## src/rtl/gfx_pixel_rmw_if.sv

```systemverilog
`default_nettype none
// =====================================================================
// gfx_pixel_rmw_if : pixel request and memory-bus bundle for gfx_pixel_rmw
// Rev 1.0
// =====================================================================
interface gfx_pixel_rmw_if #(
    parameter int SW = 128,
    parameter int BN = 6
);
    logic            req_valid_i;
    logic            req_ready_o;
    logic [31:0]     req_address_i;
    logic [BN:0]     req_mb_i;
    logic [BN:0]     req_me_i;
    logic [31:0]     req_color_i;
    logic [1:0]      req_op_i;
    logic            flush_i;
    logic            mem_cyc_o;
    logic            mem_we_o;
    logic [SW/8-1:0] mem_sel_o;
    logic [31:0]     mem_adr_o;
    logic [SW-1:0]   mem_dat_o;
    logic [SW-1:0]   mem_dat_i;
    logic            mem_ack_i;
    logic            idle_o;

    modport slave (
        input  req_valid_i, req_address_i, req_mb_i, req_me_i, req_color_i, req_op_i,
        input  flush_i, mem_dat_i, mem_ack_i,
        output req_ready_o, mem_cyc_o, mem_we_o, mem_sel_o, mem_adr_o, mem_dat_o, idle_o
    );

    modport master (
        output req_valid_i, req_address_i, req_mb_i, req_me_i, req_color_i, req_op_i,
        output flush_i, mem_dat_i, mem_ack_i,
        input  req_ready_o, mem_cyc_o, mem_we_o, mem_sel_o, mem_adr_o, mem_dat_o, idle_o
    );
endinterface
`default_nettype wire

```

## src/rtl/gfx_pixel_rmw.sv

```systemverilog
`default_nettype none
// =====================================================================
// gfx_pixel_rmw : read-modify-write of one SW-bit strip, only bits [me:mb] change.
// Optional write-combine buffer: GFX_PIXEL_RMW_WRITE_COMBINE_EN.  Rev 1.0
// =====================================================================
module gfx_pixel_rmw #(
    parameter int SW = 128,
    parameter int BN = 6
) (
    input wire             clk,
    input wire             rst_n,
    gfx_pixel_rmw_if.slave bus
);

    typedef enum logic [2:0] {
        S_IDLE   = 3'd0,
        S_READ   = 3'd1,
        S_MODIFY = 3'd2,
`ifdef GFX_PIXEL_RMW_WRITE_COMBINE_EN
        S_HOLD   = 3'd4,
`endif
        S_WRITE  = 3'd3
    } state_t;

    localparam logic [BN:0] c_MSB = (BN+1)'(SW - 1);

    state_t        state_q, state_d;
    logic [31:0]   adr_q, strip_adr_q, color_q;
    logic [BN:0]   mb_q, me_q;
    logic [1:0]    op_q;
    logic [SW-1:0] strip_q;

    logic          w_take, w_load_rd, w_load_mod;
    logic          w_ready, w_cyc, w_we;
    logic [31:0]   w_adr;
    logic [SW-1:0] w_dat, w_mask, w_shift, w_f, w_merged;

`ifdef GFX_PIXEL_RMW_WRITE_COMBINE_EN
    logic pend_q, pend_d;
`else
    logic w_unused_flush;
    assign w_unused_flush = bus.flush_i;
`endif

    // me < mb means the span runs off the top of the strip
    always_comb begin
        w_mask  = ({SW{1'b1}} << mb_q) &
                  ((me_q < mb_q) ? {SW{1'b1}} : ({SW{1'b1}} >> (c_MSB - me_q)));
        w_shift = {{(SW-32){1'b0}}, color_q} << mb_q;
        case (op_q)
            2'b00:   w_f = w_shift;
            2'b01:   w_f = strip_q & w_shift;
            2'b10:   w_f = strip_q | w_shift;
            default: w_f = strip_q ^ w_shift;
        endcase
        w_merged = (strip_q & ~w_mask) | (w_f & w_mask);
    end

    always_ff @(posedge clk or negedge rst_n) begin
        if (!rst_n) state_q <= S_IDLE;
        else        state_q <= state_d;
    end

    always_comb begin
        state_d    = state_q;
        w_ready    = 1'b0;
        w_take     = 1'b0;
        w_load_rd  = 1'b0;
        w_load_mod = 1'b0;
        w_cyc      = 1'b0;
        w_we       = 1'b0;
        w_adr      = '0;
        w_dat      = '0;
`ifdef GFX_PIXEL_RMW_WRITE_COMBINE_EN
        pend_d     = pend_q;
`endif
        case (state_q)
            S_IDLE: begin
                w_ready = 1'b1;
                if (bus.req_valid_i) begin
                    w_take  = 1'b1;
                    state_d = S_READ;
                end
            end
            S_READ: begin
                w_cyc = 1'b1;
                w_adr = adr_q;
                if (bus.mem_ack_i) begin
                    w_load_rd = 1'b1;
                    state_d   = S_MODIFY;
                end
            end
            S_MODIFY: begin
                w_load_mod = 1'b1;
`ifdef GFX_PIXEL_RMW_WRITE_COMBINE_EN
                state_d    = S_HOLD;
`else
                state_d    = S_WRITE;
`endif
            end
`ifdef GFX_PIXEL_RMW_WRITE_COMBINE_EN
            S_HOLD: begin
                w_ready = !bus.flush_i;
                if (bus.flush_i) begin
                    pend_d  = 1'b0;
                    state_d = S_WRITE;
                end else if (bus.req_valid_i) begin
                    w_take = 1'b1;
                    if (bus.req_address_i == strip_adr_q) begin
                        state_d = S_MODIFY;
                    end else begin
                        pend_d  = 1'b1;
                        state_d = S_WRITE;
                    end
                end
            end
`endif
            S_WRITE: begin
                w_cyc = 1'b1;
                w_we  = 1'b1;
                w_adr = strip_adr_q;
                w_dat = strip_q;
                if (bus.mem_ack_i) begin
`ifdef GFX_PIXEL_RMW_WRITE_COMBINE_EN
                    pend_d  = 1'b0;
                    state_d = pend_q ? S_READ : S_IDLE;
`else
                    state_d = S_IDLE;
`endif
                end
            end
            default: state_d = S_IDLE;
        endcase
    end

    // strip_adr_q tracks the strip held in strip_q; adr_q may already name the next one
    always_ff @(posedge clk or negedge rst_n) begin
        if (!rst_n) begin
            adr_q       <= '0;
            strip_adr_q <= '0;
            color_q     <= '0;
            mb_q        <= '0;
            me_q        <= '0;
            op_q        <= '0;
            strip_q     <= '0;
`ifdef GFX_PIXEL_RMW_WRITE_COMBINE_EN
            pend_q      <= 1'b0;
`endif
        end else begin
`ifdef GFX_PIXEL_RMW_WRITE_COMBINE_EN
            pend_q <= pend_d;
`endif
            if (w_take) begin
                adr_q   <= bus.req_address_i;
                mb_q    <= bus.req_mb_i;
                me_q    <= bus.req_me_i;
                color_q <= bus.req_color_i;
                op_q    <= bus.req_op_i;
            end
            if (w_load_rd) begin
                strip_q     <= bus.mem_dat_i;
                strip_adr_q <= adr_q;
            end else if (w_load_mod) begin
                strip_q <= w_merged;
            end
        end
    end

    assign bus.req_ready_o = w_ready;
    assign bus.mem_cyc_o   = w_cyc;
    assign bus.mem_we_o    = w_we;
    assign bus.mem_sel_o   = {(SW/8){w_cyc}};
    assign bus.mem_adr_o   = w_adr;
    assign bus.mem_dat_o   = w_dat;
    assign bus.idle_o      = (state_q == S_IDLE);

endmodule
`default_nettype wire

```

## src/flat_wrapper.sv

```systemverilog
// flat-port wrapper written by rule: the top's interface ports become plain ports
module gfx_pixel_rmw_flat 
#(
    parameter int SW = 128,
    parameter int BN = 6
)
  (clk, rst_n, bus_req_valid_i, bus_req_address_i, bus_req_mb_i, bus_req_me_i, bus_req_color_i, bus_req_op_i, bus_flush_i, bus_mem_dat_i, bus_mem_ack_i, bus_req_ready_o, bus_mem_cyc_o, bus_mem_we_o, bus_mem_sel_o, bus_mem_adr_o, bus_mem_dat_o, bus_idle_o);
  gfx_pixel_rmw_if #(.SW(SW), .BN(BN)) bus_i ();
  input wire clk;
  input wire rst_n;
  input wire logic [$bits(bus_i.req_valid_i)-1:0] bus_req_valid_i;
  input wire logic [$bits(bus_i.req_address_i)-1:0] bus_req_address_i;
  input wire logic [$bits(bus_i.req_mb_i)-1:0] bus_req_mb_i;
  input wire logic [$bits(bus_i.req_me_i)-1:0] bus_req_me_i;
  input wire logic [$bits(bus_i.req_color_i)-1:0] bus_req_color_i;
  input wire logic [$bits(bus_i.req_op_i)-1:0] bus_req_op_i;
  input wire logic [$bits(bus_i.flush_i)-1:0] bus_flush_i;
  input wire logic [$bits(bus_i.mem_dat_i)-1:0] bus_mem_dat_i;
  input wire logic [$bits(bus_i.mem_ack_i)-1:0] bus_mem_ack_i;
  output wire logic [$bits(bus_i.req_ready_o)-1:0] bus_req_ready_o;
  output wire logic [$bits(bus_i.mem_cyc_o)-1:0] bus_mem_cyc_o;
  output wire logic [$bits(bus_i.mem_we_o)-1:0] bus_mem_we_o;
  output wire logic [$bits(bus_i.mem_sel_o)-1:0] bus_mem_sel_o;
  output wire logic [$bits(bus_i.mem_adr_o)-1:0] bus_mem_adr_o;
  output wire logic [$bits(bus_i.mem_dat_o)-1:0] bus_mem_dat_o;
  output wire logic [$bits(bus_i.idle_o)-1:0] bus_idle_o;
  assign bus_i.req_valid_i = bus_req_valid_i;
  assign bus_i.req_address_i = bus_req_address_i;
  assign bus_i.req_mb_i = bus_req_mb_i;
  assign bus_i.req_me_i = bus_req_me_i;
  assign bus_i.req_color_i = bus_req_color_i;
  assign bus_i.req_op_i = bus_req_op_i;
  assign bus_i.flush_i = bus_flush_i;
  assign bus_i.mem_dat_i = bus_mem_dat_i;
  assign bus_i.mem_ack_i = bus_mem_ack_i;
  assign bus_req_ready_o = bus_i.req_ready_o;
  assign bus_mem_cyc_o = bus_i.mem_cyc_o;
  assign bus_mem_we_o = bus_i.mem_we_o;
  assign bus_mem_sel_o = bus_i.mem_sel_o;
  assign bus_mem_adr_o = bus_i.mem_adr_o;
  assign bus_mem_dat_o = bus_i.mem_dat_o;
  assign bus_idle_o = bus_i.idle_o;
  gfx_pixel_rmw #(.SW(SW), .BN(BN)) u_core (.clk(clk), .rst_n(rst_n), .bus(bus_i));
endmodule
```

## config.mk

```make
export PLATFORM = sky130hd
export DESIGN_NAME = gfx_pixel_rmw_flat
export DESIGN_NICKNAME = d
export VERILOG_FILES = /design/src/rtl/gfx_pixel_rmw_if.sv /design/src/rtl/gfx_pixel_rmw.sv /design/src/flat_wrapper.sv
export SDC_FILE = /design/constraint.sdc
export NUM_CORES = 1
export LEC_CHECK = 0
export CAP_MARGIN = 40
export CORE_ASPECT_RATIO = 1.5
export CORE_UTILIZATION = 56
export DETAILED_ROUTE_END_ITERATION = 8
export PLACE_DENSITY = 0.83
export SLEW_MARGIN = 20
export SYNTH_ARGS = -nofsm -noshare
export SYNTH_HDL_FRONTEND = slang
export SYNTH_SLANG_ARGS = --single-unit
```

## constraint.sdc

```tcl
create_clock -name clk -period 5.7 [get_ports clk]
set_input_delay 1.14 -clock clk [delete_from_list [all_inputs] [get_ports clk]]
set_output_delay 1.14 -clock clk [all_outputs]
set_load 0.1 [all_outputs]
```

==> results.py, run 1 <==
metrics = {
    "synth": {
        "ys_seq_area_share_pct": 24.8,
        "yosys.area.top_type": "dfrtp_1",
        "synth-edff-count": 0,
        "synthMuxAreaShare_pct": 12.8,
        "syn_avg_cell_area_um2": 7.81,
        "synth_top_cell_area_share_pct": 24.8,
        "synth_top_family_by_area": "compound AO/OA/AOI/OAI gates",
        "synthFlopType": "dfrtp_1",
        "ys_types": 86,
        "synth_compound_area_share_pct": 27.8,
        "synth_nets": 3510,
        "synth_simple_gate_area_share_pct": 18.1,
        "synth.area.top_cells": "dfrtp_1 25%, ha_1 8.7%, nand2_1 7.5%",
        "synthCells": 3127,
        "ys_warn_count": 0,
        "synth_area_um2": 24400,
        "async_flop_share_pct": 100,
        "synth_xor_area_share_pct": 0,
        "synthAdderAreaFrac_pct": 8.71,
        "ys_ff_latch": 242,
    },
    "clocking": {
        "post_cts_resized": 0,
        "ctsHoldBuffers": 0,
        "post-cts-setup-buffers": 0,
        "clk_path_buf_depth": 3,
        "cts_sinks": 242,
        "root_buffer": "clkbuf_16",
        "cts.htree.levels": 1,
        "cts_made_buffers": 26,
    },
    "global_route": {
        "grt_max_degree": 116,
        "grt_overflow": 57,
        "grt_pass1_vias": 35100,
        "groute.usage.overall_pct": 73.5,
        "grt_first_pass_wirelength_um": 239000,
    },
    "place": {
        "dp.final_hpwl_um": 100000,
        "portBuffers": 391,
        "place.gp.congestion": 1.10,
    },
    "floorplanning": {
        "core.rowCount": 93,
        "dieWidth_um": 172,
        "start_util_pct": 56.9,
        "die-height_um": 258,
        "pin_count": 393,
    },
    "outcome": {
        "run_status": "did not finish",
        "stop_stage": "global routing (5_1_grt)",
        "firstError": "[ERROR GRT-0116] Global routing finished with congestion. Check the congestion regions in the DRC Viewer.",
    },
}
==> per-layer routing <==
| metal | track usage [%] | GRT overflow |
|---|---|---|
| met5 | 15.3 | 0 |
| met4 | 75.5 | 35 |
| met3 | 55.1 | 1 |
| met1 | 73.4 | 0 |
| met2 | 92.0 | 21 |
==> synth_stat cells (14+ instances only) <==
cell type and instances:
mux2i_1 66, or2_2 17, o211ai_1 68, a31oi_1 36, a2111oi_0 15, nor3_1 17
o22ai_1 35, nand2_1 486, a211o_1 14, inv_1 176, buf_2 24, o21ai_0 226
o221ai_1 21, a22o_1 47, a221oi_1 31, clkbuf_1 199, nand3_1 51, o31ai_1 16
mux4_2 36, and2_1 147, dfrtp_1 242, a21oi_1 238, o2111ai_1 21, buf_1 37
buf_4 22, a21o_1 21, nor2_1 196, nand2b_1 19, a211oi_1 55, ha_1 170
a22oi_1 24, a32oi_1 15, mux2_2 119
==> kinds of logic after synthesis <==
group,after synthesis
fa+ha+maj,170
mux,235
buf+inv,469
flops,242
compound gates,1020
simple gates,991
==> stage by stage <==
step	utilization (%)	cells	setup WS [ns]	instance area, um^2
after floorplan	-	3127	1.74	24400
after global placement	66.7	3889	1.33	28600
after detailed placement	74.1	4079	1.13	31800
after CTS	76.1	4126	1.06	32700
==> run 2: changes to the inputs <==
--- a/config.mk
+++ b/config.mk
@@ -6,10 +6,9 @@
 export NUM_CORES = 1
 export LEC_CHECK = 0
 export CAP_MARGIN = 40
-export CORE_ASPECT_RATIO = 1.5
-export CORE_UTILIZATION = 56
+export CORE_UTILIZATION = 40
 export DETAILED_ROUTE_END_ITERATION = 8
-export PLACE_DENSITY = 0.83
+export PLACE_DENSITY_LB_ADDON = 0.15
 export SLEW_MARGIN = 20
 export SYNTH_ARGS = -nofsm -noshare
 export SYNTH_HDL_FRONTEND = slang
==> run 2 against run 1 <==
The run now ends clean. Synthesized cell count unchanged. Area after synthesis unchanged.
==> results.py, run 2 <==
metrics = {
    "outcome": {
        "run_status": "completed",
    },
    "setup_path": {
        "r2r_start": "u_core.mb_q[1]$_DFFE_PN0P_",
        "critPathLaunch": "u_core.state_q[1]$_DFFE_PN0P_",
        "worstPathCellList": "inv_1, ha_1, buf_4, or2_2, clkdlybuf4s50_1, buf_8",
        "required_ns": 4.56,
        "critPathMaxStageDelay_ns": 0.61,
        "timing.reg2reg.setup_slack_ns": 1.30,
        "arrival_ns": 3.28,
        "cp_max_fo": 33,
        "crit_type": "reg -> out",
        "critPathLaunchType": "flip-flop",
        "endpoint_kind": "output port",
        "crit_slowest_cell": "clkdlybuf4s50_1",
    },
    "clocking": {
        "cts_made_buffers": 31,
        "ctsHoldBuffers": 0,
        "clk_pin_slew_worst_paths_ns": 0.06,
        "clk_latency_ns": 0.64,
        "cts_sinks": 242,
        "cts_tree": "built",
        "post_cts_resized": 0,
        "root_buffer": "clkbuf_16",
        "clk_path_buf_depth": 3,
        "post-cts-setup-buffers": 0,
        "cts.htree.levels": 1,
    },
    "sta": {
        "setup_viol": 0,
        "rsz0062_at_grt": "no",
        "fmax_mhz": 226,
        "hold_viol_final": 0,
        "drv_slew": 0,
        "period_needed_ns": 4.42,
        "period_share_pct": 77.6,
        "final.setup.tns_ns": 0,
        "clock_skew_ns": 0.0304,
        "timing.slew.headroom_pct": 35.1,
        "tightest_slew_ns": 0.970,
        "timing.final.ws_setup_ns": 1.28,
    },
    "place": {
        "place.gp.congestion": 1.02,
        "dp.cells": 4306,
        "dp.final_hpwl_um": 95500,
        "portBuffers": 391,
        "dp_slack_ns": 1.36,
    },
    "layout": {
        "area_growth_pct": 38.1,
        "final_common_cell": "nand2_1",
        "finalNonFillerCells": 4375,
        "fillers": 5298,
        "final_cell_mix": "482 x nand2_1, 386 x clkdlybuf4s50_1, 238 x a21oi_1",
        "multi_input_area_um2": 16500,
        "seqCellArea_um2": 6070,
        "final_nets": 3950,
        "drive_gt1_share_pct": 16.1,
    },
    "floorplanning": {
        "coreArea_um2": 60400,
        "dieWidth_um": 249,
        "die-height_um": 249,
        "pin_count": 393,
        "die_area_um2": 62000,
        "core.rowCount": 90,
        "start_util_pct": 40.4,
    },
    "route": {
        "routed_via_density": 6.47,
        "vias": 28300,
        "route.detailed.drc": 0,
        "firstDrtPassIters": 6,
        "wl_per_cell_um": 29.7,
        "postRouteAntennaNets": 0,
        "drt_iter0_markers": 3064,
        "wirelength_um": 130000,
    },
    "min_path": {
        "min_from": "u_core.strip_adr_q[7]$_DFFE_PN0P_",
        "holdCritPathClass": "reg -> reg",
    },
    "synth": {
        "synth_compound_area_share_pct": 27.8,
        "synth_area_um2": 24400,
        "ys_seq_area_share_pct": 24.8,
        "synth_xor_area_share_pct": 0,
        "syn_avg_cell_area_um2": 7.81,
        "synth.area.top_cells": "dfrtp_1 25%, ha_1 8.7%, nand2_1 7.5%",
        "synthMuxAreaShare_pct": 12.8,
        "async_flop_share_pct": 100,
        "synthFlopType": "dfrtp_1",
        "ys_warn_count": 0,
        "synthCells": 3127,
        "synth_nets": 3510,
        "ys_types": 86,
        "synthAdderAreaFrac_pct": 8.71,
        "synth_simple_gate_area_share_pct": 18.1,
        "synthTopCellsByCount": "486 x nand2_1, 242 x dfrtp_1, 238 x a21oi_1",
        "synth_top_cell_area_share_pct": 24.8,
        "synth_top_family_by_area": "compound AO/OA/AOI/OAI gates",
        "yosys.area.top_type": "dfrtp_1",
        "yosysMostFrequentCell": "nand2_1",
        "synth-edff-count": 0,
        "ys_ff_latch": 242,
    },
    "global_route": {
        "antenna_found_initial": 2,
        "grt_first_pass_wirelength_um": 190000,
        "groute.usage.overall_pct": 40.9,
        "grt_overflow": 0,
        "grt_max_degree": 111,
        "grt_pass1_vias": 27600,
    },
    "flow_run": {
        "max_cap_viol_count": 0,
    },
}
-- run 2: cell counts after synthesis --
Identical to the previous run, type by type.
-- run 2: path summary, 6_finish.rpt --
check	depth (start not counted)	endpoint
max in group asynchronous	2	asynchronous set/reset pin
worst min-delay path	2	u_core.strip_adr_q[7]$_DFFE_PN0P_
worst max-delay path	6	bus_mem_sel_o[4]
worst min register to register	2	u_core.strip_adr_q[7]$_DFFE_PN0P_
worst max register to register	12	flip-flop
min in group asynchronous	1	asynchronous set/reset pin
-- run 2: cell type report --
type                    count  area share [%]
clock inverters            20           0.720
repair buffers            693            24.8
inverters                 183            2.04
diodes                      1         0.00742
well taps                 782            2.90
flip-flops and latches    242            18.0
clock buffers              38            2.50
multi-input cells        2416            49.0
-- run 2: worst max-delay path: cells and delay by family, from the launching register on --
kind,cells,cell delay [ns]
and+or+nand+nor,1,0.42
adders and majority gates,1,0.41
buffers and inverters,4,1.38
DFF,1,0.42
-- run 2: per-layer routing --
| layer | up-vias | share of wire [%] | GRT usage, % |
|---|---|---|---|
| met5 | - | 0.0092 | 0 |
| met4 | 2 | 7.3 | 25.5 |
| met3 | 391 | 8.9 | 7.44 |
| met2 | 1693 | 45 | 63.7 |
| met1 | 14000 | 39 | 52.3 |
| li1 | 12200 | - | - |
-- run 2: kinds of logic after synthesis --
family                     Yosys count
muxes                              235
and+or+nand+nor                    991
AOI/OAI and AO/OA                 1020
buffers and inverters              469
adders and majority gates          170
DFF                                242
-- run 2: through the flow --
stage	area (um^2)	hold slack (ns)	util (%)
finish	33700	0.482	55.9
global route	33700	0.508	55.9
CTS	33600	0.479	55.7
detailed placement	32500	0.468	53.9
global placement	29000	0.459	48.0
floorplan	24400	0.447	-
Power of run 2 is left out: the tool's default activity adds up to more than one toggle a clock period on the data nets, which glitch-free logic cannot reach.
